--- config.mk ---
export PLATFORM = sky130hd
export DESIGN_NAME = dqn_train_sequencer
export DESIGN_NICKNAME = d
export VERILOG_FILES = /design/src/rtl/dqn_train_sequencer.sv
export SDC_FILE = /design/constraint.sdc
export NUM_CORES = 1
export LEC_CHECK = 0
export ABC_AREA = 1
export BUFFER_PORTS_ARGS = -buffer_cell sky130_fd_sc_hd__buf_2
export CAP_MARGIN = 30
export CORE_MARGIN = 4
export CORE_UTILIZATION = 52
export CTS_CLUSTER_SIZE = 30
export DETAILED_ROUTE_END_ITERATION = 16
export PLACE_DENSITY = 0.89
export RECOVER_POWER = 100
export SLEW_MARGIN = 40
export SYNTH_ARGS = -nofsm -noshare
export SYNTH_HDL_FRONTEND = slang
export SYNTH_SLANG_ARGS = --single-unit
--- constraint.sdc ---
create_clock -name clk -period 1.8 [get_ports clk]
set_input_delay 0.27 -clock clk [delete_from_list [all_inputs] [get_ports clk]]
set_output_delay 0.27 -clock clk [all_outputs]
set_load 0.005 [all_outputs]
--- src/rtl/dqn_train_sequencer.sv ---
// Training-step sequencer: walks controller phases CTRL_FIRST..CTRL_LAST for each of n_steps steps.
// Registered step/controller/done; hold freezes progress, abort returns to IDLE without done.
module dqn_train_sequencer #(
  parameter logic [3:0] CTRL_FIRST = 4'd4,
  parameter logic [3:0] CTRL_LAST  = 4'd9
) (
  input  logic       clk,
  input  logic       rst,
  input  logic       start,
  input  logic [3:0] n_steps,
  input  logic       hold,
  input  logic       abort,
  output logic [3:0] step,
  output logic [3:0] controller,
  output logic       upd_en,
  output logic       busy,
  output logic       done
);

  typedef enum logic [1:0] {
    IDLE = 2'd0,
    RUN  = 2'd1,
    FIN  = 2'd2
  } state_t;

  state_t     state;
  logic [3:0] n_lat;

  assign busy   = (state == RUN);
  assign upd_en = busy && (controller == CTRL_LAST) && !hold;

  always_ff @(posedge clk or negedge rst) begin
    if (!rst) begin
      state      <= IDLE;
      step       <= 4'd0;
      controller <= 4'd0;
      n_lat      <= 4'd0;
      done       <= 1'b0;
    end else begin
      done <= 1'b0;
      case (state)
        IDLE: begin
          // abort outranks start even while idle, so a coincident pair never launches a run
          if (start && !abort) begin
            if (n_steps != 4'd0) begin
              n_lat      <= n_steps;
              step       <= 4'd1;
              controller <= CTRL_FIRST;
              state      <= RUN;
            end else begin
              n_lat <= 4'd0;
              state <= FIN;
              done  <= 1'b1;
            end
          end
        end
        RUN: begin
          if (abort) begin
            state      <= IDLE;
            step       <= 4'd0;
            controller <= 4'd0;
          end else if (!hold) begin
            if (controller != CTRL_LAST) begin
              controller <= controller + 4'd1;
            end else if (step < n_lat) begin
              step       <= step + 4'd1;
              controller <= CTRL_FIRST;
            end else begin
              state      <= FIN;
              step       <= 4'd0;
              controller <= 4'd0;
              done       <= 1'b1;
            end
          end
        end
        FIN: begin
          state      <= IDLE;
          step       <= 4'd0;
          controller <= 4'd0;
        end
        default: begin
          state      <= IDLE;
          step       <= 4'd0;
          controller <= 4'd0;
        end
      endcase
    end
  end

endmodule

==> results.md <==
Timing:
- Headroom to the max-slew limit came out at 45.70%.
- The highest clock rate is 583.9 MHz.
- The count of endpoints failing hold in the final timing report came to 0.
- Clock skew on the completed layout was measured at 0.005637 ns.
- Setup repair after global routing left no endpoint under its margin.
- The tightest hold path in the finished design has a slack of 0.2007 ns.
- The post-route setup TNS is 0 ns.
- Setup violations remaining at the end of the flow were counted as 0.
- The worst path in the final design needs a cycle of roughly 1.7 ns, including I/O delays and setup.
- For the pin with the worst max-slew slack, the measured transition is 0.8145 ns.
- The count of final max-slew check failures is 0.
- The share of the clock period used by the worst path after layout is a little over nine tenths.

Clock tree:
- The number of clock buffers inserted by TritonCTS is 3.
- After clock tree synthesis, the setup repair step added 0 buffers.
- CTS built an H-tree with a depth of 1.
- The tree is rooted in a clkbuf_4.
- No sink is reached through more buffers than the 2 on the longest clock path.
- For the worst-skew pair, the clock arrives at the later sink with an insertion delay of 0.29 ns.
- The clock-pin transition on the worst setup and hold timing paths is 0.09 ns.
- The total number of clock tree sinks is 15.
- The TritonCTS clock tree is built.

Synthesis:
- The share of the Yosys chip area taken by registers is between 30% and 40%.
- The count of synthesis-stage warnings from yosys is 0.
- The basic-gate share of the synthesized area counting and, or, nand and nor cells is 33.64%.
- The arithmetic-cell share of the synthesized area counting full adders, half adders and majority gates is 7.916%.
- The synthesis-stage register bit count is 15.
- Yosys mapped the design onto 20 distinct sky130hd cell types.
- The mean instance size in the synthesized netlist is between 7 and 8 sq um.
- The fraction of the mapped netlist area in compound gates is 8.311%.
- By area, the combinational part of the netlist is dominated by simple AND/OR/NAND/NOR gates.
- The number of nets in the synthesized netlist is 136.
- The post-synthesis instance area is 948.4 sq um.
- After technology mapping, the gate count stands at between 100 and 150.
- Measured against the total synthesized area, the mux share comes to 0%.
- Summing the areas of all xor and xnor instances in the mapped netlist gives between 2 and 3% of the synthesized area.

Routing:
- For this run, design rule violations remaining after detail routing come to 0.
- In this run, the number of DRC markers left after iteration 0 of detailed routing was 24.
- The first-pass iteration count of the detailed router is 4.
- The via density per instance is 4.876.
- The final routed wire length divided by cell count is roughly 11 microns.
- The number of nets with antenna violations after detailed routing is 0.
- The final route contains 829 vias.
- The post-detailed-routing wire length is 1870 microns.

Setup path:
- The worst register-to-register path begins at step[3].
- STA classifies the critical path startpoint as a register.
- The worst setup path is captured at a primary output.
- The critical path in this run is classified as reg2out.
- Tracing the worst setup path back leads to its startpoint at controller[1].
- The worst register-to-register path has a setup slack of 0.24 ns.
- The worst endpoint required time is 1.53 ns.
- STA puts the critical path data arrival time at around 1.4 ns.
- The largest fanout on the critical path is 5.

Placed design:
- After detailed placement, the total cell area comes to 1075 sq um.
- The total of buffers placed on input and output ports is 19.
- The detailed-placement wirelength estimate is 1515 microns.
- The routability congestion estimate from global placement is 0.8036.

Floorplanning:
- The floorplan die width is approximately 51 microns.
- The initial standard-cell utilization of the core is 54.93%.
- The number of top-level pins is 20.
- The vertical extent of the die is 50.71 microns.
- The core area is 1727 sq um.
- Row generation in the floorplan step produced 15 rows.
- The die covers 2571 sq um.

Cells and area:
- The post-route standard cell area excluding fillers is 1081 sq um.
- 0 antenna diodes ended up in the layout.
- The net count of the finished layout is 161.
- The filler cells instantiated in the layout total 169.
- The share of final-layout standard cells stronger than drive strength 1 is 15.86%.
- The library cell used most frequently in the layout, excluding fill and tap cells, is nand2_1.
- The layout overhead on the synthesized area is 13.98%.
- The top cell types in the final layout, fill and taps aside, are nand2_1 (40), inv_1 (16), dfrtp_1 (15), buf_2 (11).

Power:
- Dividing total power by cell area gives a power density of 1325 nW/um^2.
- In this run the static leakage power is 0.5725 nW.
- The design draws 0.001433 W.
- The maximum resistive drop on vdd is between 0.0007 and 0.0008 V.

GRT:
- The number of antenna violations at the first check in global routing is 0.
- The via count of the first global-routing pass came to 811.
- The first global-routing pass estimated 3429 microns of wire.
- The met2 track demand over resource is 29.57%.
- The overall overflow remaining after global route is 0.
- After global routing, the most crowded layer is met2.
- For this run, global-route usage on met1 was measured as 21.75%.
- The global-route total usage across every layer is 17.19%.
- The met3 track demand over resource is 0.8902%.
- The maximum number of pins on one net before global-route repair is 16.

Worst hold path:
- The path class of the lowest-slack min-delay path is in2reg.
- The hold path startpoint is n_steps[2].

Job:
- The number of max-capacitance violations reported is 0.

Run status:
- The flow ran to the end, and the final reports show no timing, DRC or antenna violations.
[through the flow]
stage	cells	worst slack (ns)	util, %
floorplan	121	0.4510	-
global placement	165	0.3629	62.25
detailed placement	165	0.3170	62.25
CTS	170	0.07896	64.35
global route	170	0.01207	62.61
finish	170	0.08744	62.61
[critical path: stages, from the launching register on]
cell and delay, ns:
dfrtp_1 0.43, inv_1 0.07, ha_1 0.19, nand3_4 0.12, nor3_1 0.21, clkbuf_1 0.15
[synthesized netlist by cell type]
master | number | area [sq um]
a21oi_1 | 3 | 15.01
dfrtp_1 | 15 | 375.4
ha_1 | 6 | 75.07
inv_1 | 15 | 56.30
inv_2 | 3 | 11.26
inv_4 | 1 | 6.260
nand2_1 | 38 | 142.6
nand2_2 | 3 | 18.77
nand2_4 | 2 | 22.52
nand3_1 | 8 | 40.04
nand3_4 | 1 | 17.52
nand4_1 | 2 | 12.51
nor2_1 | 7 | 26.28
nor2_4 | 3 | 33.78
nor3_1 | 1 | 5.000
o211ai_1 | 1 | 7.510
o21ai_0 | 7 | 35.03
o21ai_1 | 1 | 5.000
o21ai_4 | 1 | 16.27
xnor2_1 | 3 | 26.28
[sequential cells by signal (all words and copies together), names as in the netlist]
register	flops
done	1
controller	4
step	4
n_lat	4
state	2
[power breakdown]
| part | internal [W] | total [W] | switching (W) |
|---|---|---|---|
| clock | 0.0000861 | 0.000196 | 0.000110 |
| sequential | 0.000447 | 0.000553 | 0.000105 |
| combinational | 0.000256 | 0.000684 | 0.000428 |
| total | 0.000789 | 0.00143 | 0.000644 |
[repair_timing]
action                    in CTS  in global routing
hold endpoints to repair      15                  0
gates resized for setup        0                  0
hold buffers                   1                  0
[final timing paths]
check,cells after the start,end
worst max-delay path,5,upd_en
worst min-delay path,3,n_lat[2]
worst max register to register,8,step[2]
worst min register to register,2,n_lat[0]
max in group asynchronous,2,controller[0]
min in group asynchronous,2,step[0]
[cells by family after synthesis]
logic type,Yosys count
buffers and inverters,19
AOI/OAI and AO/OA,13
adders and majority gates,6
xor gates and xnor gates,3
DFF,15
and+or+nand+nor,65
[per-layer routing]
layer / part of all wire (%) / routed length [microns] / vias to the layer above
li1: - / - / 427
met1: 45 / 833 / 375
met2: 49 / 923 / 22
met3: 4.0 / 74 / 5
met4: 2.1 / 39 / 0
met5: 0 / 0 / -
[area by class of cell]
| type | instances | area, sq um | area share [%] |
|---|---|---|---|
| multi-input combinational | 87 | 479.2 | 44.33 |
| sequential | 15 | 375.4 | 34.72 |
| timing repair buffer | 20 | 95.09 | 8.796 |
| inverter | 19 | 73.82 | 6.829 |
| tap | 25 | 31.28 | 2.894 |
| clock buffer | 4 | 26.28 | 2.431 |
(Power assumes the default switching activity.)
